### src/rtl/alu_issue_decode.sv
// alu_issue_decode
//   Producer side of the ALU operand/select interface. Takes one RV32I
//   instruction per handshake, together with its register-file read data and
//   PC. It decodes the instruction into ALU operand A, operand B and a 4-bit
//   operation select. The result goes into one valid/ready pipeline register
//   toward the ALU stage.
//
// Ports
//   clk, rst             : clock, synchronous active-high reset
//   in_valid / in_ready  : upstream handshake (in_ready = !out_valid || out_ready)
//   instr                : RV32I instruction word
//   rs1_data, rs2_data   : register-file values for rs1 / rs2
//   pc                   : PC of instr
//   out_valid/out_ready  : downstream handshake toward the ALU
//   opA, opB, aluOutSel  : registered ALU operands and operation select
//   illegal              : held op came from an undecodable instruction
//   issued_cnt           : completed output handshakes (wraps)
//   illegal_cnt          : completed output handshakes with illegal=1 (wraps)
module alu_issue_decode #(
    parameter int XLEN  = 32,
    parameter int CNT_W = 32
) (
    input  logic             clk,
    input  logic             rst,
    input  logic             in_valid,
    output logic             in_ready,
    input  logic [31:0]      instr,
    input  logic [XLEN-1:0]  rs1_data,
    input  logic [XLEN-1:0]  rs2_data,
    input  logic [XLEN-1:0]  pc,
    output logic             out_valid,
    input  logic             out_ready,
    output logic [XLEN-1:0]  opA,
    output logic [XLEN-1:0]  opB,
    output logic [3:0]       aluOutSel,
    output logic             illegal,
    output logic [CNT_W-1:0] issued_cnt,
    output logic [CNT_W-1:0] illegal_cnt
);

    typedef enum logic [3:0] {
        ALU_ADD  = 4'b0000,
        ALU_SUB  = 4'b0001,
        ALU_XOR  = 4'b0010,
        ALU_OR   = 4'b0011,
        ALU_AND  = 4'b0100,
        ALU_SLL  = 4'b0101,
        ALU_SRL  = 4'b0110,
        ALU_SRA  = 4'b0111,
        ALU_SLT  = 4'b1000,
        ALU_SLTU = 4'b1001
    } alu_sel_e;

    localparam logic [6:0] OPC_OP     = 7'b0110011;
    localparam logic [6:0] OPC_OP_IMM = 7'b0010011;
    localparam logic [6:0] OPC_LUI    = 7'b0110111;
    localparam logic [6:0] OPC_AUIPC  = 7'b0010111;
    localparam logic [6:0] OPC_LOAD   = 7'b0000011;
    localparam logic [6:0] OPC_STORE  = 7'b0100011;
    localparam logic [6:0] F7_ZERO    = 7'b0000000;
    localparam logic [6:0] F7_ALT     = 7'b0100000;

    // ------------------------------------------------------------------
    // Instruction fields and immediates
    // ------------------------------------------------------------------
    logic [6:0]      opcode;
    logic [2:0]      funct3;
    logic [6:0]      funct7;
    logic [XLEN-1:0] imm_i;
    logic [XLEN-1:0] imm_s;
    logic [XLEN-1:0] imm_u;
    logic [XLEN-1:0] shamt;

    assign opcode = instr[6:0];
    assign funct3 = instr[14:12];
    assign funct7 = instr[31:25];
    assign imm_i  = XLEN'($signed(instr[31:20]));
    assign imm_s  = XLEN'($signed({instr[31:25], instr[11:7]}));
    assign imm_u  = XLEN'($signed({instr[31:12], 12'b0}));
    assign shamt  = XLEN'(instr[24:20]);

    // ------------------------------------------------------------------
    // Combinational decode
    // ------------------------------------------------------------------
    alu_sel_e        base_sel;
    logic [XLEN-1:0] dec_op_a;
    logic [XLEN-1:0] dec_op_b;
    alu_sel_e        dec_sel;
    logic            dec_illegal;

    // funct3 -> operation shared by R-type and I-type; the funct7 alternates
    // (sub, sra) are applied on top of this.
    always_comb begin
        // NOTE: every variable assigned in a combinational block gets a
        // default first, so no path can leave it unassigned and infer a latch.
        base_sel = ALU_ADD;
        case (funct3)
            3'b000:  base_sel = ALU_ADD;
            3'b001:  base_sel = ALU_SLL;
            3'b010:  base_sel = ALU_SLT;
            3'b011:  base_sel = ALU_SLTU;
            3'b100:  base_sel = ALU_XOR;
            3'b101:  base_sel = ALU_SRL;
            3'b110:  base_sel = ALU_OR;
            default: base_sel = ALU_AND;
        endcase
    end

    always_comb begin
        dec_op_a    = '0;
        dec_op_b    = '0;
        dec_sel     = ALU_ADD;
        dec_illegal = 1'b0;
        case (opcode)
            OPC_OP: begin
                dec_op_a = rs1_data;
                dec_op_b = rs2_data;
                dec_sel  = base_sel;
                if (funct7 == F7_ALT && funct3 == 3'b000)      dec_sel     = ALU_SUB;
                else if (funct7 == F7_ALT && funct3 == 3'b101) dec_sel     = ALU_SRA;
                else if (funct7 != F7_ZERO)                    dec_illegal = 1'b1;
            end
            OPC_OP_IMM: begin
                dec_op_a = rs1_data;
                dec_sel  = base_sel;
                if (funct3 == 3'b001 || funct3 == 3'b101) begin
                    // Shift-immediates: instr[31:25] is an encoding field, not immediate bits.
                    dec_op_b = shamt;
                    if (funct3 == 3'b101 && funct7 == F7_ALT) dec_sel     = ALU_SRA;
                    else if (funct7 != F7_ZERO)               dec_illegal = 1'b1;
                end else begin
                    dec_op_b = imm_i;
                end
            end
            OPC_LUI: begin
                dec_op_b = imm_u;
            end
            OPC_AUIPC: begin
                dec_op_a = pc;
                dec_op_b = imm_u;
            end
            OPC_LOAD: begin
                dec_op_a = rs1_data;
                dec_op_b = imm_i;
            end
            OPC_STORE: begin
                dec_op_a = rs1_data;
                dec_op_b = imm_s;
            end
            default: dec_illegal = 1'b1;
        endcase
        // Illegal ops still flow to the ALU, but as a harmless 0 + 0.
        if (dec_illegal) begin
            dec_op_a = '0;
            dec_op_b = '0;
            dec_sel  = ALU_ADD;
        end
    end

    // ------------------------------------------------------------------
    // Output pipeline register and counters
    // ------------------------------------------------------------------
    logic             out_valid_q, out_valid_d;
    logic [XLEN-1:0]  op_a_q, op_a_d;
    logic [XLEN-1:0]  op_b_q, op_b_d;
    alu_sel_e         sel_q, sel_d;
    logic             illegal_q, illegal_d;
    logic [CNT_W-1:0] issued_cnt_q, issued_cnt_d;
    logic [CNT_W-1:0] illegal_cnt_q, illegal_cnt_d;
    logic             hs_in;
    logic             hs_out;

    // Register is free when empty or being drained this cycle: no bubble.
    assign in_ready = !out_valid_q || out_ready;
    assign hs_in    = in_valid && in_ready;
    assign hs_out   = out_valid_q && out_ready;

    always_comb begin
        out_valid_d   = out_valid_q;
        op_a_d        = op_a_q;
        op_b_d        = op_b_q;
        sel_d         = sel_q;
        illegal_d     = illegal_q;
        issued_cnt_d  = issued_cnt_q;
        illegal_cnt_d = illegal_cnt_q;
        if (hs_in) begin
            out_valid_d = 1'b1;
            op_a_d      = dec_op_a;
            op_b_d      = dec_op_b;
            sel_d       = dec_sel;
            illegal_d   = dec_illegal;
        end else if (hs_out) begin
            out_valid_d = 1'b0;
        end
        if (hs_out) begin
            issued_cnt_d  = issued_cnt_q + 1'b1;
            illegal_cnt_d = illegal_cnt_q + CNT_W'(illegal_q);
        end
    end

    // NOTE: sequential state is updated with non-blocking assignments so every
    // register samples the pre-edge values of the others.
    always_ff @(posedge clk) begin
        if (rst) begin
            out_valid_q   <= 1'b0;
            op_a_q        <= '0;
            op_b_q        <= '0;
            sel_q         <= ALU_ADD;
            illegal_q     <= 1'b0;
            issued_cnt_q  <= '0;
            illegal_cnt_q <= '0;
        end else begin
            out_valid_q   <= out_valid_d;
            op_a_q        <= op_a_d;
            op_b_q        <= op_b_d;
            sel_q         <= sel_d;
            illegal_q     <= illegal_d;
            issued_cnt_q  <= issued_cnt_d;
            illegal_cnt_q <= illegal_cnt_d;
        end
    end

    assign out_valid   = out_valid_q;
    assign opA         = op_a_q;
    assign opB         = op_b_q;
    assign aluOutSel   = sel_q;
    assign illegal     = illegal_q;
    assign issued_cnt  = issued_cnt_q;
    assign illegal_cnt = illegal_cnt_q;

endmodule
### config.mk
export PLATFORM = sky130hd
export DESIGN_NAME = alu_issue_decode
export DESIGN_NICKNAME = d
export VERILOG_FILES = /design/src/rtl/alu_issue_decode.sv
export SDC_FILE = /design/constraint.sdc
export NUM_CORES = 1
export LEC_CHECK = 0
export CORE_MARGIN = 3
export CORE_UTILIZATION = 45
export CTS_CLUSTER_SIZE = 20
export DETAILED_ROUTE_END_ITERATION = 10
export PLACE_DENSITY = 0.92
export REMOVE_ABC_BUFFERS = 1
export SYNTH_ARGS = -nofsm -noshare
export SYNTH_HDL_FRONTEND = slang
export SYNTH_SLANG_ARGS = --single-unit
export TNS_END_PERCENT = 100
### constraint.sdc
create_clock -name clk -period 4.9 [get_ports clk]
set_input_delay 0.98 -clock clk [delete_from_list [all_inputs] [get_ports clk]]
set_output_delay 0.98 -clock clk [all_outputs]
set_load 0.03 [all_outputs]
==> impl.org, run 1 <==
** Timing
- Counting I/O delays and the setup requirement, the final critical path takes 3508 ps.
- Setup violations remaining at the end of the flow were counted as 0.
- The max-slew violation total from the final report came to 0.
- Transition time at the pin with the least slew margin :: 1150 ps
- Remaining max-slew budget at the tightest pin :: 23.13%
- Setup repair after global routing left no endpoint under its margin.
- Final Skew :: 8.835 ps
- The number of failing hold endpoints at the final stage is 0.
- Max Freq :: 0.2851 GHz
- Setup tns final :: 0 ps
- Final period utilization :: 71.59%

** Drt
- Vias per cell :: 5.597
- Drt initial violations :: 601
- For this run, design rule violations remaining after detail routing come to 0.
- WL final :: 20.26 mm
- Antenna-violating nets left :: 0
- Dividing the detail-routed wire length by the instance count gives 17.58 um.
- DR pass1 iterations :: 5
- Across all layers, the routed design uses 6448 vias.

** Finish
- In the final layout, the share of cells above drive strength 1 is 5.306%.
- The library cells used most frequently in the layout, excluding fill and tap cells, are 265 x sky130_fd_sc_hd__clkdlybuf4s50_1, 134 x sky130_fd_sc_hd__dfxtp_1, 96 x sky130_fd_sc_hd__nand2_1.
- Synthesis-to-layout area growth :: 57.13%
- Area of combinational cells with multiple inputs :: 3113 um^2
- Antenna diodes :: 0
- FILL cells :: 879
- The sequential cells in the finished layout cover a total of 2683 um^2.
- Number of nets in the layout :: 1102
- The library cell used most frequently in the layout, excluding fill and tap cells, is sky130_fd_sc_hd__clkdlybuf4s50_1.

** Setup path
- Maximum fanout encountered on the critical timing path :: 20
- The largest individual stage delay along the critical path comes from the cell sky130_fd_sc_hd__clkdlybuf4s50_1.
- STA classifies the critical path endpoint as a register.
- For flop-to-flop paths, the worst setup slack is 2610 ps.
- Kind of launch point of the worst setup path :: primary input
- Largest delay share family, worst path :: simple AND/OR/NAND/NOR gates
- Crit path DAT :: 3840 ps
- CP cell instances :: clkdlybuf4s50_1 -> or4b_1 -> a311oi_2 -> o31ai_2 -> buf_4 -> nand2b_1 -> o21ai_1
- For the worst setup path, the data required time is 5230 ps.
- The setup path with the least slack is of type in -> reg.
- Counting both buffers and inverters, the worst setup path holds a total of 2.
- In this design, the stage delay of the slowest critical-path cell is 680 ps.

** Logic synthesis
- Leading register cell type out of synthesis :: sky130_fd_sc_hd__dfxtp_1
- Number of flops mapped to enable cells by yosys :: 0
- Area fraction of the dominant cell type after synthesis :: 44.83%
- Unique cell type count in the Yosys netlist :: 43
- sky130_fd_sc_hd__dfxtp_1 takes more of the synthesized area than any other cell.
- Proportion of synthesized chip area in sequential cells :: 44.83%
- Dividing the synthesized area by the synthesized cell count gives 8.322 um^2.
- Post-synthesis cell area :: 5983 um^2
- The Yosys step of the flow raised 0 warnings.
- Leading post-synthesis cells by cell area :: sky130_fd_sc_hd__dfxtp_1 45%, sky130_fd_sc_hd__nand2_1 6.0%, sky130_fd_sc_hd__a22oi_1 5.3%
- Async SR Flop Fraction :: 0%
- After technology mapping, the gate count stands at 719.
- Counting flops and latches in the post-synthesis netlist gives 134.

** Global routing
- Via count of the first global-routing pass :: 6253
- Wire length of the first global-routing pass :: 31.52 mm
- Total overflow reported by the global router :: 0
- The number of antenna violations at the first check in global routing is 0.
- Pin count of the biggest net entering global routing :: 76
- Aggregate global-route resource usage :: 27.01%

** Pwr
- After layout, the design draws a total of 0.002602 W.
- Dividing total power by cell area gives a power density of 276.7 nW/um^2.
- The analysis attributes to cell leakage a power of 3.205 nW.
- Across the VDD grid, the largest voltage drop is 0.2119 mV.

** Hold path
- The tightest min-delay check is of the reg -> reg type.

** Clocking
- Clock tree from TritonCTS :: built
- The clock passes through at most 2 buffers.
- # Post-CTS Setup Buffers :: 0
- The clock drives 134 sinks.
- Clock slew at the register clock pins of the worst setup and hold paths :: 60 ps
- After clock tree synthesis, the flow added hold-fix buffers numbering 0.
- The number of clock buffers added by TritonCTS is 17.
- Clock network latency to the later pin of the worst-skew pair :: 410 ps
- Maximum level of the CTS H-tree :: 4
- Once the clock tree was built, the resizer swapped 0 gates to a different size.
- Root buffer selected by CTS :: sky130_fd_sc_hd__clkbuf_16

** Status
- Result of the run :: complete, no violations

** Floorplanning
- Floorplan die height :: 121.3 um
- 267 I/O pins were placed.
- In this run the horizontal extent of the chip is 121.3 um.
- For this configuration, the core starts out at a cell density of 46.65%.
- In this run the core area contains 41 standard-cell rows.
- The core region is 12820 um^2.
- The die covers 14720 um^2.

** Place
- DP Wirelength :: 14.72 mm
- Input and output buffers added on the ports amount to 266.
- Routability congestion estimate :: 0.8805

** Run
- Across the run, the number of max-cap violations was 0.
## registers in the layout, summed over array words and instances, names as in the netlist
register     count
issued_cnt      32
illegal_cnt     32
illegal          1
aluOutSel        4
out_valid        1
opB             32
opA             32
## where the power goes
group          internal (W)  total [W]  switching [W]
Combinational      0.000121   0.000214      0.0000929
Sequential          0.00109    0.00110     0.00000445
Clock              0.000833    0.00129       0.000456
Total               0.00205    0.00260       0.000554
## layer usage
layer / routed length [um] / GRT usage, % / share of wire [%] / vias up
met4: 546 / 10.50 / 2.7 / 0
li1: - / - / - / 3054
met5: 0 / 0 / 0 / -
met1: 7643 / 30.70 / 38 / 3052
met2: 10480 / 47.36 / 52 / 299
met3: 1586 / 8.112 / 7.8 / 43
## metrics by stage
stage	hold WS [ps]	cells	utilization [%]	cell area [um^2]	setup WS, ps
after floorplan	574.9	673	-	5806	892.6
after detailed placement	441.2	1120	68.47	8781	1034
final	449.2	1152	73.31	9402	1392
after global placement	432.3	1120	68.47	8781	1175
after global routing	466.4	1152	73.31	9402	1290
after CTS	449.4	1152	73.31	9402	1412
## worst register-to-register path: cells and delay by family, from the launching register on
family | cells | cell delay (ps)
buffers and inverters | 1 | 350
AND/OR/NAND/NOR | 4 | 1350
AO/OA/AOI/OAI | 1 | 90
flip-flops | 1 | 430
## area by class of cell
| cell class | count | share of cell area, % |
|---|---|---|
| inverters | 12 | 0.4791 |
| multi-input cells | 527 | 33.11 |
| well taps | 172 | 2.289 |
| clock inverters | 5 | 0.6122 |
| flip-flops and latches | 134 | 28.53 |
| repair buffers | 275 | 28.99 |
| clock buffers | 27 | 5.989 |
## final timing paths
path	start	cells after the start	end
setup reg to reg	out_valid$_SDFFE_PP0P_	6	opB[13]$_SDFFE_PP0P_
hold / removal	opB[17]$_SDFFE_PP0P_	2	opB[17]$_SDFFE_PP0P_
setup / recovery	instr[5]	7	opB[13]$_SDFFE_PP0P_
hold reg to reg	opB[17]$_SDFFE_PP0P_	2	opB[17]$_SDFFE_PP0P_
## cell usage after synthesis (all sizes together) (10+ instances only)
master    n
xor2     33
a22o     14
a21oi    32
and4     10
nand3    38
and2     11
o21ai    67
nand4    17
and3     13
nor4     16
inv      12
clkbuf   40
xnor2    24
o31ai    13
dfxtp   134
a22oi    42
nand2    96
nor2     61
## kinds of logic after synthesis
logic type                 synth area share [%]
and+or+nand+nor                           23.50
AOI/OAI and AO/OA                         18.97
DFF                                       44.83
buffers and inverters                     3.722
xor gates and xnor gates                  8.344
adders and majority gates                0.6274
No activity file was read; power rests on OpenSTA's default activity.
==> run 2: changes to the inputs <==
--- a/config.mk
+++ b/config.mk
@@ -6,10 +6,10 @@
 export NUM_CORES = 1
 export LEC_CHECK = 0
 export CORE_MARGIN = 3
-export CORE_UTILIZATION = 45
+export CORE_UTILIZATION = 42
 export CTS_CLUSTER_SIZE = 20
 export DETAILED_ROUTE_END_ITERATION = 10
-export PLACE_DENSITY = 0.92
+export PLACE_DENSITY = 0.88
 export REMOVE_ABC_BUFFERS = 1
 export SYNTH_ARGS = -nofsm -noshare
 export SYNTH_HDL_FRONTEND = slang
==> constraint.sdc (replaced) <==
create_clock -name clk -period 3.6 [get_ports clk]
set_input_delay 0.72 -clock clk [delete_from_list [all_inputs] [get_ports clk]]
set_output_delay 0.72 -clock clk [all_outputs]
set_load 0.03 [all_outputs]
==> impl.org, run 2 (synthesis gave the netlist of run 1 again) <==
** Place
- The global placement routability congestion was 0.8807 (was 0.8805).
- DP Wirelength :: 14.67 mm (was 14.72 mm)
- Post-detailed-placement cell area :: 8806 um^2 (was 8781 um^2)
- Port-buffer cells :: 266 (unchanged)
- The instance count after placement with tap cells included was 1125 (was 1120).

** Floorplanning
- Floorplan die height :: 125.4 um (was 121.3 um)
- Standard cell core area :: 13560 um^2 (was 12820 um^2)
- The die outline width came to 125.4 um (was 121.3 um).
- Starting Density :: 44.13% (was 46.65%)
- Area of the die :: 15710 um^2 (was 14720 um^2)
- The cell row count came to 42 (was 41).
- The number of I/O pins is 267 (unchanged).

** Global routing
- Global-route met1 utilization :: 29.44% (was 30.70%)
- The global-route wire length before repair is 32.14 mm (was 31.52 mm).
- GRT busiest layer :: met2 (unchanged)
- Via count of the first global-routing pass :: 6215 (was 6253)
- The global route total overflow is 0 (unchanged).
- The global routing usage summed across all routing layers is 25.11% (was 27.01%).
- Global routing met3 resource utilization :: 7.676% (was 8.112%)
- Met2 layer usage reported by global route :: 44.80% (was 47.36%)
- Antenna violations before repair :: 0 (unchanged)
- Pin count of the biggest net entering global routing :: 81 (was 76)

** Hold path
- Hold Path Class :: reg -> reg (unchanged)

** Timing
- The max-slew violation total from the final report is 0 (unchanged).
- The final clock skew came to 9.933 ps (was 8.835 ps).
- Counting I/O delays and the setup requirement, the final critical path takes 3036 ps.
- Max Freq :: 0.3294 GHz
- The count of endpoints failing setup in the final report is 0 (unchanged).
- After layout, the worst path uses 84.34% of the clock period.
- Unrepaired setup endpoints after global routing :: no (unchanged)
- Transition time at the pin with the least slew margin :: 1153 ps (was 1150 ps)
- The number of failing hold endpoints at the final stage was 0 (unchanged).
- The relative slew slack was 22.98% (was 23.13%).

** Clocking
- The number of gates given a new drive strength after cts was 0 (unchanged).
- The TritonCTS clock tree is built (unchanged).
- The number of clock sinks was 134 (unchanged).
- Root buffer selected by CTS :: sky130_fd_sc_hd__clkbuf_16 (unchanged)
- The number of buffers inserted by post-CTS setup repair was 0 (unchanged).
- Deepest clock path buffer count :: 2 (unchanged)
- The clock slew at the register clock pins of the worst setup and hold paths was 60 ps (about the same).
- The clock latency on the worst-skew pair came to 410 ps (about the same).
- Number of buffers added by the clock tree synthesis step :: 17 (unchanged)
- Maximum level of the CTS H-tree :: 4 (unchanged)
- The hold-fix buffer count after cts was 0 (unchanged).

** Setup path
- Max stage delay on crit path :: 590 ps (was 680 ps)
- CP cell instances: clkdlybuf4s50_1 -> or4b_1 -> a311oi_2 -> o31ai_2 -> nand2b_1 -> o21ai_1 (was clkdlybuf4s50_1 -> or4b_1 -> a311oi_2 -> o31ai_2 -> buf_4 -> nand2b_1 -> o21ai_1).
- Worst setup EP type :: register (unchanged)
- The startpoint type of the worst setup path is a primary input (unchanged).
- Path type of the worst setup path :: in -> reg (unchanged)
- Bufs and invs on worst path :: 1 (was 2)
- The cell family with the largest share of critical-path delay is simple AND/OR/NAND/NOR gates (unchanged).
- Crit path DAT :: 3360 ps (was 3840 ps)
- Maximum fanout encountered on the critical timing path :: 20 (unchanged)
- The required time at the worst-slack endpoint came to 3920 ps (was 5230 ps).
- The slowest cell on the critical path was sky130_fd_sc_hd__or4b_1 (was sky130_fd_sc_hd__clkdlybuf4s50_1).

** Finish
- Commonest cells after routing, fill and taps aside :: 265 x sky130_fd_sc_hd__clkdlybuf4s50_1, 134 x sky130_fd_sc_hd__dfxtp_1, 96 x sky130_fd_sc_hd__nand2_1 (unchanged)
- The share of post-route cells with drive strength above 1 came to 4.708% (was 5.306%).
- Number of nets in the layout :: 1103 (was 1102)
- Most frequent standard cell in the layout excluding fill and tap cells :: sky130_fd_sc_hd__clkdlybuf4s50_1 (unchanged)
- Final cell count without fillers :: 1153 (was 1152)
- The area added between synthesis and finish is 56.19% (was 57.13%).
- The summed area of non-filler cells in the final layout was 9345 um^2 (was 9402 um^2).
- The antenna cell count is 0 (unchanged).

** Drt
- Total number of vias :: 6412 (was 6448)
- The number of optimization iterations in the first detailed-route pass is 6 (was 5).
- WL final :: 20.24 mm (was 20.26 mm)
- Drt initial violations :: 471 (was 601)
- Vias per cell :: 5.561 (was 5.597)
- Routed wirelength normalized by instance count :: 17.55 um (was 17.58 um)
- Number of remaining DRC errors :: 0 (unchanged)
- The count of antenna-violating nets left after detailed routing came to 0 (unchanged).

** Pwr
- Worst ir drop on vdd :: 0.3173 mV (was 0.2119 mV)
- The total power draw was 0.003387 W (was 0.002602 W).
- The static leakage power was 3.178 nW (was 3.205 nW).
- The areal power density over the cells was 362.4 nW/um^2 (was 276.7 nW/um^2).

** Run
- Number of max-capacitance violations reported :: 0 (unchanged)

** Status
- Result of the run :: complete, no violations (unchanged)
==> run 2: metrics by stage <==
| step | worst slack (ps) | utilization (%) | TNS [ps] | hold slack [ps] |
|---|---|---|---|---|
| floorplan | -147.4 | - | -4682 | 574.9 |
| global placement | 284.8 | 64.95 | 0 | 432.2 |
| detailed placement | 189.2 | 64.95 | 0 | 438.5 |
| CTS | 597.8 | 68.93 | 0 | 446.0 |
| global route | 439.4 | 68.93 | 0 | 465.0 |
| finish | 563.7 | 68.93 | 0 | 443.6 |
==> run 2: routing by layer <==
layer	routed length (um)	up-vias
met5	0	-
met4	396	0
met3	1714	31
met2	10280	301
met1	7844	3021
li1	-	3059
==> run 2: final timing paths <==
kind | slack (ps) | start | end | depth (start not counted)
worst min register to register | 440 | opB[25]$_SDFFE_PP0P_ | opB[25]$_SDFFE_PP0P_ | 2
worst max-delay path | 560 | instr[12] | opB[20]$_SDFFE_PP0P_ | 6
worst min-delay path | 440 | opB[25]$_SDFFE_PP0P_ | opB[25]$_SDFFE_PP0P_ | 2
worst max register to register | 1450 | out_valid$_SDFFE_PP0P_ | issued_cnt[31]$_SDFFE_PP0P_ | 5
==> run 2: final cells by class <==
class	count	area, um^2
Fill cell	1087	4213
Multi-Input combinational cell	527	3113
Timing Repair Buffer	276	2745
Sequential cell	134	2683
Clock buffer	24	491.7
Tap cell	176	220.2
Clock inverter	4	47.55
Inverter	12	45.04
==> run 2: power breakdown <==
group / total, W / internal, W / switching, W
logic: 0.000292 / 0.000167 / 0.000125
clock network: 0.00160 / 0.00101 / 0.000594
registers: 0.00150 / 0.00149 / 0.00000602
==> run 2: worst register-to-register path: cells and delay by family, from the launching register on <==
kind	cells	cell delay [ps]
xor+xnor	1	160
flops	1	420
simple gates	4	1430
==> run 3: changes to the inputs <==
--- a/config.mk
+++ b/config.mk
@@ -6,10 +6,10 @@
 export NUM_CORES = 1
 export LEC_CHECK = 0
 export CORE_MARGIN = 3
-export CORE_UTILIZATION = 42
+export CORE_UTILIZATION = 38
 export CTS_CLUSTER_SIZE = 20
 export DETAILED_ROUTE_END_ITERATION = 10
-export PLACE_DENSITY = 0.88
+export PLACE_DENSITY = 0.84
 export REMOVE_ABC_BUFFERS = 1
 export SYNTH_ARGS = -nofsm -noshare
 export SYNTH_HDL_FRONTEND = slang
==> constraint.sdc (replaced) <==
create_clock -name clk -period 2.5 [get_ports clk]
set_input_delay 0.5 -clock clk [delete_from_list [all_inputs] [get_ports clk]]
set_output_delay 0.5 -clock clk [all_outputs]
set_load 0.03 [all_outputs]
==> impl.org, run 3 (synthesis gave the netlist of run 1 again) <==
** Status
- Result of the run: complete, no violations (unchanged).

** Setup path
- The startpoint type of the worst setup path is a primary input (unchanged).
- Maximum fanout encountered on the critical timing path :: 32 (was 20)
- The classification of the worst setup path is in -> reg (unchanged).
- The launch instance of the worst register-to-register path is issued_cnt[5]$_SDFFE_PP0P_ (was out_valid$_SDFFE_PP0P_).
- The required time at the worst-slack endpoint came to 2830 ps (was 3920 ps).
- Crit path from :: instr[12] (unchanged)
- Worst setup EP type :: register (unchanged)
- Crit path DAT :: 2550 ps (was 3360 ps)
- The logic depth of the worst register-to-register path was 5 (unchanged).

** Drt
- Vias per cell :: 5.220 (was 5.561)
- DR pass1 iterations :: 5 (was 6)
- The DRC marker count from the first detailed-route iteration is 433 (was 471).
- Number of remaining DRC errors :: 0 (unchanged)
- Total number of vias :: 6348 (was 6412)
- Routed wirelength normalized by instance count :: 16.20 um (was 17.55 um)
- Antenna-violating nets left :: 0 (unchanged)
- WL final :: 19.70 mm (was 20.24 mm)

** Finish
- Commonest cells after routing, fill and taps aside :: 264 x sky130_fd_sc_hd__clkdlybuf4s50_1, 134 x sky130_fd_sc_hd__dfxtp_1, 96 x sky130_fd_sc_hd__nand2_1 (was 265 x sky130_fd_sc_hd__clkdlybuf4s50_1, 134 x sky130_fd_sc_hd__dfxtp_1, 96 x sky130_fd_sc_hd__nand2_1)
- Final cell count without fillers :: 1216 (was 1153)
- The most frequent standard cell in the layout excluding fill and tap cells is sky130_fd_sc_hd__clkdlybuf4s50_1 (unchanged).
- Antenna diodes :: 0 (unchanged)
- Area of combinational cells with multiple inputs :: 3113 um^2 (unchanged)
- The summed area of non-filler cells in the final layout came to 9666 um^2 (was 9345 um^2).
- FILL cells :: 1276 (was 1087)
- Share of layout cells above drive strength 1 :: 7.463% (was 4.708%)
- The register cell area after layout is 2683 um^2 (unchanged).
- Number of nets in the layout :: 1127 (was 1103)
- The area added between synthesis and finish came to 61.54% (was 56.19%).

** Run
- Number of max-capacitance violations reported :: 0 (unchanged)

** Hold path
- The launch instance of the worst min-delay path is opA[30]$_SDFFE_PP0P_ (was opB[25]$_SDFFE_PP0P_).
- Worst hold path depth :: 2 (unchanged)
- Hold Path Class :: reg -> reg (unchanged)

** Place
- The worst setup timing slack at the placement stage came to -122.7 ps (was 189.2 ps).
- The estimated wirelength of the detail-placed design is 14.73 mm (was 14.67 mm).
- The instance count after placement with tap cells included came to 1184 (was 1125).
- The global placement routability congestion came to 0.8746 (was 0.8807).
- Post-detailed-placement cell area :: 9077 um^2 (was 8806 um^2)
- Port-buffer cells :: 266 (unchanged)

** Timing
- The final clock skew was 10.37 ps (was 9.933 ps).
- Final hold violation count :: 0 (unchanged)
- Of the available clock period, the critical path in the final layout requires 88.77%.
- # setup viols final :: 0 (unchanged)
- Transition time at the pin with the least slew margin :: 749.9 ps (was 1153 ps)
- Unrepaired setup endpoints after global routing: no (unchanged).
- Minimum period implied by the final worst setup slack :: 2219 ps
- The max-slew violation total from the final report was 0 (unchanged).
- The smallest hold slack was 445.1 ps (was 443.6 ps).
- Max Freq :: 0.4506 GHz
- Remaining max-slew budget at the tightest pin :: 50.00% (was 22.98%)
- The post-layout worst setup margin was 280.8 ps (was 563.7 ps).

** Clocking
- Number of buffers added by the clock tree synthesis step :: 17 (unchanged)
- Clock tree from TritonCTS :: built (unchanged)
- Hold buffer count at cts :: 0 (unchanged)
- The clock latency on the worst-skew pair is 420 ps (was 410 ps).
- Root buffer selected by CTS :: sky130_fd_sc_hd__clkbuf_16 (unchanged)
- The number of H-tree branching levels came to 4 (unchanged).
- The number of buffers inserted by post-CTS setup repair came to 0 (unchanged).
- The number of clock sinks was 134 (unchanged).
- Number of resized instances in the post-cts repair step :: 0 (unchanged)
- The clock slew at the register clock pins of the worst setup and hold paths was 60 ps (about the same).
- Deepest clock path buffer count :: 2 (unchanged)

** Global routing
- Total overflow reported by the global router :: 0 (unchanged)
- The global routing usage summed across all routing layers is 22.39% (was 25.11%).
- Antenna violations before repair :: 0 (unchanged)
- The maximum number of pins on one net before global-route repair came to 63 (was 81).
- The via count of the first global-routing pass was 6160 (was 6215).
- The global-route wire length before repair is 31.50 mm (was 32.14 mm).

** Floorplanning
- The cell row count is 45 (was 42).
- The number of I/O pins was 267 (unchanged).
- Area of the die :: 17290 um^2 (was 15710 um^2)
- Floorplan die height :: 131.5 um (was 125.4 um)
- The die outline width was 131.5 um (was 125.4 um).
- Starting Density :: 39.07% (was 44.13%)
- The placeable core area is 15310 um^2 (was 13560 um^2).

** Pwr
- Worst ir drop on vdd :: 0.4912 mV (was 0.3173 mV)
- Post-route total power :: 0.005073 W (was 0.003387 W)
- Power per cell area :: 524.9 nW/um^2 (was 362.4 nW/um^2)
- Cell leakage power :: 3.337 nW (was 3.178 nW)
[run 3: cell type report]
class                   count  share of cell area, %
repair buffers            300                  30.76
clock buffers              24                  5.087
well taps                 211                  2.731
multi-input cells         527                  32.21
flip-flops and latches    134                  27.75
clock inverters             8                 0.9968
inverters                  12                 0.4660
[run 3: worst paths after layout]
kind	end	slack (ps)
worst min-delay path	opA[30]$_SDFFE_PP0P_	450
worst max-delay path	opA[7]$_SDFFE_PP0P_	280
worst min register to register	opA[30]$_SDFFE_PP0P_	450
worst max register to register	issued_cnt[31]$_SDFFE_PP0P_	560
[run 3: where the power goes]
part | switching [W] | internal (W)
Clock | 0.000905 | 0.00157
Combinational | 0.000187 | 0.000260
Sequential | 0.00000842 | 0.00214
[run 3: worst max-delay path, cell delays in order]
cell,delay (ps)
sky130_fd_sc_hd__clkdlybuf4s50_1,410
sky130_fd_sc_hd__or4b_1,590
sky130_fd_sc_hd__a311oi_2,350
sky130_fd_sc_hd__buf_4,190
sky130_fd_sc_hd__o311ai_4,120
sky130_fd_sc_hd__buf_12,190
sky130_fd_sc_hd__o21ai_0,190
[run 3: routing by layer]
metal  GRT usage, %  vias to the layer above  part of all wire [%]
met2          38.34                      292                    50
met4          8.810                        0                   2.6
met5              0                        -                     0
met3          7.963                       33                   9.4
met1          25.49                     2925                    38
li1               -                     3098                     -
[run 3: through the flow]
| step | setup TNS, ps | utilization [%] |
|---|---|---|
| 2_1_floorplan | -45680 | - |
| 3_3_place_gp | -606.4 | 59.27 |
| 3_5_place_dp | -3787 | 59.27 |
| 4_1_cts | 0 | 63.11 |
| 5_1_grt | 0 | 63.11 |
| 6_report | 0 | 63.11 |
